--- src/rtl/motor_pkg.sv ---
// rtl/motor_pkg.sv - shared state encoding and default constants for motor_pwm_ramp
//
// Purpose : FSM state enum and default parameter values for the motor PWM
//           ramp block and its prescaler.
// Ports   : none (package).

package motor_pkg;

   // Drive state reported on motor_pwm_ramp.state.
   typedef enum logic [1:0] {
      IDLE  = 2'd0,
      RAMP  = 2'd1,
      TRACK = 2'd2
   } motor_state_t;

   localparam int DEF_WIDTH     = 10;
   localparam int DEF_PERIOD    = 530;
   localparam int DEF_OFFSET    = 250;
   localparam int DEF_PRESCALE  = 16;
   localparam int DEF_RAMP_STEP = 4;

   // Counter width able to hold a value in 0..limit.
   function automatic int count_width(input int limit);
      return (limit > 1) ? $clog2(limit + 1) : 1;
   endfunction

endpackage

--- src/rtl/pwm_prescaler.sv ---
// rtl/pwm_prescaler.sv - divides CLOCK_50 down to a one-clock tick every PRESCALE clocks
//
// Purpose : free-running prescale counter; tick is high for the single clock
//           in which the count sits at PRESCALE-1, after which it returns to 0.
// Ports   : CLOCK_50  in   system clock
//           reset     in   synchronous, active-high reset (count -> 0)
//           tick      out  one-clock strobe, once every PRESCALE clocks

module pwm_prescaler
   import motor_pkg::*;
#(
   parameter int PRESCALE = DEF_PRESCALE
) (
   input  logic CLOCK_50,
   input  logic reset,
   output logic tick
);

   // A one-bit counter still works for PRESCALE of 1 or 2.
   localparam int PW = (PRESCALE > 1) ? $clog2(PRESCALE) : 1;
   localparam logic [PW-1:0] LAST = PW'(PRESCALE - 1);

   logic [PW-1:0] count;

   assign tick = (count == LAST);

   always_ff @(posedge CLOCK_50) begin
      if (reset) begin
         count <= '0;
      end else if (tick) begin
         count <= '0;
      end else begin
         count <= count + PW'(1);
      end
   end

endmodule

--- src/rtl/motor_pwm_ramp.sv ---
// rtl/motor_pwm_ramp.sv - period-aligned PWM generator with rate-limited duty ramp-up
//
// Purpose : produces a registered PWM drive whose duty follows PWMinput plus a
//           floor OFFSET, clamped to PERIOD. Duty changes only at period
//           boundaries; rises are limited to RAMP_STEP per period when
//           MOTOR_PWM_RAMP_EN is defined, otherwise the target applies at once.
// Macro   : MOTOR_PWM_RAMP_EN - enables the rise rate limit and the RAMP state.
// Ports   : CLOCK_50      in   system clock
//           reset         in   synchronous, active-high reset
//           enable        in   drive permitted when high; low clears duty at once
//           PWMinput      in   [WIDTH] unsigned duty command
//           PWMout        out  registered PWM drive
//           period_start  out  one-clock pulse following the period wrap tick
//           duty_applied  out  [CW] duty currently in force
//           state         out  [2] IDLE / RAMP / TRACK

module motor_pwm_ramp
   import motor_pkg::*;
#(
   parameter int WIDTH     = DEF_WIDTH,
   parameter int PERIOD    = DEF_PERIOD,
   parameter int OFFSET    = DEF_OFFSET,
   parameter int PRESCALE  = DEF_PRESCALE,
   parameter int RAMP_STEP = DEF_RAMP_STEP,
   localparam int CW       = $clog2(PERIOD + 1)
) (
   input  logic             CLOCK_50,
   input  logic             reset,
   input  logic             enable,
   input  logic [WIDTH-1:0] PWMinput,
   output logic             PWMout,
   output logic             period_start,
   output logic [CW-1:0]    duty_applied,
   output logic [1:0]       state
);

`ifdef MOTOR_PWM_RAMP_EN
   localparam bit RATE_LIMIT = 1'b1;
`else
   localparam bit RATE_LIMIT = 1'b0;
`endif

   // Wide enough for PWMinput+OFFSET and duty+RAMP_STEP without overflow.
   localparam int TW = ((WIDTH > CW) ? WIDTH : CW) + 1;

   localparam logic [CW-1:0] LAST_COUNT = CW'(PERIOD - 1);
   localparam logic [TW-1:0] PERIOD_W   = TW'(PERIOD);

   logic                tick;
   logic                wrap;
   logic [CW-1:0]       counter;
   logic [CW-1:0]       counter_next;
   logic [CW-1:0]       duty_next;
   logic [CW-1:0]       target;
   logic [TW-1:0]       sum_in;
   logic [TW-1:0]       ramp_sum;
   motor_state_t        state_q;
   motor_state_t        state_next;

   pwm_prescaler #(
      .PRESCALE (PRESCALE)
   ) u_prescaler (
      .CLOCK_50 (CLOCK_50),
      .reset    (reset),
      .tick     (tick)
   );

   // Duty target: zero command means off; otherwise floor plus command, clamped.
   always_comb begin
      sum_in = TW'(PWMinput) + TW'(OFFSET);
      target = '0;
      if (PWMinput != '0) begin
         target = (sum_in > PERIOD_W) ? CW'(PERIOD) : CW'(sum_in);
      end
   end

   // Period counter and boundary detection.
   always_comb begin
      wrap         = tick && (counter == LAST_COUNT);
      counter_next = counter;
      if (tick) begin
         counter_next = (counter == LAST_COUNT) ? '0 : counter + CW'(1);
      end
   end

   // Duty only moves on the wrap tick so a period is never cut short.
   always_comb begin
      ramp_sum  = TW'(duty_applied) + TW'(RAMP_STEP);
      duty_next = duty_applied;
      if (wrap) begin
         if (RATE_LIMIT && (target > duty_applied)) begin
            duty_next = (ramp_sum > TW'(target)) ? target : CW'(ramp_sum);
         end else begin
            duty_next = target;
         end
      end
   end

   always_ff @(posedge CLOCK_50) begin
      if (reset) begin
         counter      <= '0;
         period_start <= 1'b0;
         duty_applied <= '0;
         PWMout       <= 1'b0;
      end else begin
         counter      <= counter_next;
         period_start <= wrap;
         if (!enable) begin
            // Immediate shutdown; the time base keeps running so the
            // ramp restarts cleanly at the next boundary.
            duty_applied <= '0;
            PWMout       <= 1'b0;
         end else begin
            duty_applied <= duty_next;
            if (tick) begin
               // Comparing against the next count and duty keeps the output
               // aligned with the period that starts on this tick.
               PWMout <= (counter_next < duty_next);
            end
         end
      end
   end

   // State register.
   always_ff @(posedge CLOCK_50) begin
      if (reset) begin
         state_q <= IDLE;
      end else begin
         state_q <= state_next;
      end
   end

   // Next state from registered duty and live target. A duty above target
   // (command just lowered, boundary pending) is reported as TRACK.
   always_comb begin
      state_next = state_q;
      if (!enable) begin
         state_next = IDLE;
      end else if (RATE_LIMIT && (duty_applied < target)) begin
         state_next = RAMP;
      end else if (duty_applied == '0) begin
         state_next = IDLE;
      end else begin
         state_next = TRACK;
      end
   end

   assign state = state_q;

endmodule
--- config.mk ---
export PLATFORM = sky130hd
export DESIGN_NAME = motor_pwm_ramp
export DESIGN_NICKNAME = d
export VERILOG_FILES = /design/src/rtl/motor_pkg.sv /design/src/rtl/pwm_prescaler.sv /design/src/rtl/motor_pwm_ramp.sv
export SDC_FILE = /design/constraint.sdc
export NUM_CORES = 1
export LEC_CHECK = 0
export CORE_MARGIN = 3
export CORE_UTILIZATION = 54
export DETAILED_ROUTE_END_ITERATION = 8
export PLACE_DENSITY = 0.76
export SLEW_MARGIN = 20
export SYNTH_ARGS = -nofsm -noshare
export SYNTH_HDL_FRONTEND = slang
export SYNTH_HIERARCHICAL = 1
export SYNTH_SLANG_ARGS = --single-unit
--- constraint.sdc ---
create_clock -name CLOCK_50 -period 3.8 [get_ports CLOCK_50]
set_clock_uncertainty 0.05 [all_clocks]
set_input_delay 0.57 -clock CLOCK_50 [delete_from_list [all_inputs] [get_ports CLOCK_50]]
set_output_delay 0.57 -clock CLOCK_50 [all_outputs]
set_load 0.01 [all_outputs]
# == Word-level counts from Yosys, hierarchy flattened ==
# Cells that the tools add are included.
# classes
bitwise,1
magnitude_cmp,2
reduce_logical,5
eq_ne,2
muxes,6
n_addsub,3
# ops
cell,n
$mux 10,5
$add 10x8->11 const B,1
$gt 11x10->1 const B,1
$add 10x1->10 const B,1
$eq 10x10->1 const B,1
$logic_not 10->1,1
$lt 10x10->1,1
$reduce_bool 10->1,1
$add 4x1->4 const B,1
$eq 4x4->1 const B,1
$reduce_or 2->1,2
$mux 2,1
$logic_and 1x1->1,1
$not 1->1,1
# totals
ff_bits,28

# == Depth between registers and ports, before layout ==
# depth
depth_word,6
ltp_mapped,13
ltp_nobuf,12

# == By module ==
# Netlist, hierarchy kept.
# modules_own_cells
module,area_per_inst_um2,seq_area_each_um2,instances,cells_per_inst
motor_pwm_ramp,1722.9,460.4,1,205
pwm_prescaler,166.4,80.1,1,15

# == Worst setup path after synthesis ==
# Ideal clock, no wire load.
# synth_path
kind,input -> register
from,input PWMinput[1]
to,register PWMout
required_ns,3.659
setup_ns,0.091
t_arrival_ns,2.959
stages,12
setup_slack_ns,0.700
path_buffers,0
path_cell_list,ha_1 > nor4b_2 > a21oi_1 > a221oi_4 > a21oi_4 > o31a_1 > ha_1 > a21o_1 > a21oi_1 > a2bb2oi_1 > a211oi_1 > a311oi_1
# synth_between
elab_chain_len,6
word_cells_on_any_way,7
classes_between,add/sub (1); order compare (2); mux (3); reduce/logical (1)
# synth_rtl
element,line_no,text
"start, declared",motor_pwm_ramp.sv:30,"input logic [WIDTH-1:0] PWMinput,"
$add 10x8->11,motor_pwm_ramp.sv:70,sum_in = TW'(PWMinput) + TW'(OFFSET);
$gt 11x10->1,motor_pwm_ramp.sv:73,target = (sum_in > PERIOD_W) ? CW'(PERIOD) : CW'(sum_in);
$mux 10,motor_pwm_ramp.sv:73,
$mux 10 *,motor_pwm_ramp.sv:72,if (PWMinput != '0) begin
$mux 10 *,motor_pwm_ramp.sv:90,if (wrap) begin
$lt 10x10->1 *,motor_pwm_ramp.sv:118,PWMout <= (counter_next < duty_next);
"end signal, assigned",motor_pwm_ramp.sv:118,
"end, declared",motor_pwm_ramp.sv:31,"output logic PWMout,"
# Every way passes the cells marked *; elsewhere a longest branch is shown, timed or not.
# A chain may end at the register's enable or synchronous reset.

# == Worst setup path after layout ==
# Ends and elaborated chain as after synthesis.

==> flow_summary.ini <==
[synth]
synth_common_cells = dfxtp_1, nand2_1, nor2_1, ha_1, nor2b_1
syn_area_mm2 = 0.00189
yosysTopAreaCell = dfxtp_1
yosysTopAreaCellShare_pct = 28.6
ys_async_sr_fraction_pct = 0
yosys-top-cells-area = dfxtp_1, ha_1, nand2_1
yosysUniqueCellTypes = 59
syn_inst = 220
yosysMostFrequentCell = dfxtp_1
synthFlopType = dfxtp_1
yosysWarningCount = 6
synth.avg_cell_area_um2 = 8.59
ys_seq_area_share_pct = 28.6
synth-edff-count = 0
syn_nets = 246
synth-seq-cells = 27

[floorplanning]
die_area_mm2 = 0.00424
dieHeight_um = 65.2
fp-row-count = 20
start_util_pct = 59.0
io_pins = 27
fp.coreArea_mm2 = 0.00320
die_w_um = 65.2

[power_and_ir_drop]
seqPwrFrac_pct = 59.5
peakVddDrop_v = 0.000132
power_density_mw_per_mm2 = 220
pwr-share-comb_pct = 15.2
p_leak_nw = 0.844
p_switching_w = 0.000126
p_clk_share_pct = 25.3
intPower_w = 0.000358
swShare_pct = 26.0

[drt]
drc_errors = 0
ant_nets = 0
first_pass_iters = 4
wirelength_um = 4310
viasPerCell = 5.89
drt_iter0_drc = 85
routedWlPerCell_um = 14.9
num_vias = 1702

[clock_tree]
numCtsBuffers = 3
clk_pin_slew_worst_paths_ns = 0.14
clockBufferDepth = 2
ctsHoldBuffers = 0
clk_latency_ns = 0.32
clock-sinks = 27
cts.repair.resized = 0
cts-root-buf = clkbuf_4
post-cts-setup-buffer-count = 0
cts_tree = done
h-tree-depth = 1

[grt]
grt_max_degree = 18
grt_overflow = 0
grt_antenna_before_repair = 0
grt_pass1_vias = 1615
grt_pass1_wl_um = 7500
grt_use_total_pct = 22.3

[sta]
tns_ns = 0
setup_viol = 0
post-route-worst-setup-slack_ns = 0.333
rsz0062_at_grt = false
worst-slew-pin-transition_ns = 0.607
period_minus_slack_ns = 3.47
timing.final.crit_share_pct = 91.2
whs_ns = 0.454
finalMaxSlewViolations = 0
relSlewSlack_pct = 59.4
finalHoldViolCount = 0
fmax_mhz = 288

[place]
port_buffers = 25
dpl_worst_slack_ns = 0.0463
dpl.cell_count = 285
dpl.hpwl_um = 3430
gp_congestion = 0.943

[cells_and_area]
area_delta_synth_final_pct = 16.7
layout.cells.non_filler = 289
n_antenna_cell = 0
layout.nets = 272
nFillCells = 287
drive_gt1_share_pct = 8.57

[hold_path]
hp-class = flip-flop to flip-flop
min_path_cells = 2

[critical_path]
worstPathMaxFanout = 15
required_ns = 3.99
worst_setup_path_start_kind = input pin
path_class = input pin to flip-flop
arrival_ns = 3.65
r2r_cells = 12
end_kind = flip-flop

[status]
status = finished, final reports clean

[flow_run]
drv_cap = 0
## cell type report
| cell class | instances | area (µm²) | share of cell area [%] |
|---|---|---|---|
| inverter | 7 | 26.3 | 1.19 |
| sequential | 27 | 541 | 24.5 |
| timing repair buffer | 30 | 288 | 13.1 |
| multi-input combinational | 177 | 1270 | 57.5 |
| tap | 44 | 55.1 | 2.50 |
| clock buffer | 4 | 26.3 | 1.19 |
## logic make-up (layout without fill, tap and decap cells)
kind of cell    after synthesis  in the layout  synth area share [%]
simple gates                 98             98                  30.6
compound gates               50             50                  20.6
flops                        27             27                  28.6
buf+inv                      16             41                  4.24
fa+ha+maj                    13             13                  8.61
xor+xnor                     13             13                  6.03
mux                           2              2                  1.13
other cells                   1              1                 0.198
## worst paths after layout
check,slack (ns),endpoint,startpoint
hold reg to reg,0.45,u_prescaler/count[3]$_SDFF_PP0_,u_prescaler/count[3]$_SDFF_PP0_
hold / removal,0.45,u_prescaler/count[3]$_SDFF_PP0_,u_prescaler/count[3]$_SDFF_PP0_
setup / recovery,0.33,PWMout$_SDFFE_PP0P_,PWMinput[1]
setup reg to reg,0.57,PWMout$_SDFFE_PP0P_,u_prescaler/count[0]$_SDFF_PP0_
## power by group through the flow
stage | clock network [W] | logic (W) | registers, W
2_1_floorplan | 0 | 0.0000432 | 0.000294
6_report | 0.000122 | 0.0000736 | 0.000288
3_5_place_dp | 0 | 0.0000726 | 0.000295
4_1_cts | 0.000127 | 0.0000728 | 0.000289
3_3_place_gp | 0 | 0.0000702 | 0.000294
5_1_grt | 0.000140 | 0.0000806 | 0.000289
## per-stage QoR
step	utilization (%)	cell area, µm²	power, W
global route	68.8	2200	0.000510
global placement	68.0	2180	0.000365
CTS	68.8	2200	0.000488
finish	68.8	2200	0.000484
detailed placement	68.0	2180	0.000367
floorplan	-	1890	0.000337
## registers in the layout, indices dropped and copies added (netlist names)
name / flops
duty_applied: 10
counter: 10
period_start: 1
PWMout: 1
state: 1
u_prescaler/count: 4
## layout by cell type (no fill, tap or decap), types with 2 or more instances in the layout
cell type        instances
inv_1                    7
o211ai_1                 2
nor2_1                  15
xnor2_1                  7
nand2b_1                 3
o31a_1                   6
o22ai_1                  6
clkdlybuf4s50_1         25
a31oi_1                  3
buf_4                    5
a2bb2oi_1                2
nand4_1                  7
or3_1                    5
o21ai_0                  6
and3_4                   2
a211oi_1                 2
dfxtp_1                 27
nor3_1                   8
xor2_1                   6
nand3_1                  7
and2_1                   2
and3_1                   5
clkbuf_4                 3
nand2_1                 20
nand4b_1                 2
a21oi_1                  7
ha_1                    13
nor4_1                   2
o211a_1                  2
nor2b_1                  9
## critical path: stages
cell and delay, ns:
clkdlybuf4s50_1 0.43, ha_1 0.36, nor4b_2 0.27, a21oi_1 0.14, a221oi_4 0.34, a21oi_4 0.10, buf_4 0.19, o31a_1 0.31
ha_1 0.31, and4_1 0.21, o21ai_0 0.08, nor3_1 0.07, a311oi_1 0.27
## per-layer routing
layer  GRT usage (%)  routed length [µm]  vias to the layer above
li1                -                   -                      860
met1            29.0                1950                      779
met2            38.8                2060                       56
met3            2.74                 245                        7
met4            6.22                  49                        0
met5               0                   0                        -
Power figures use the tool's default switching activity.
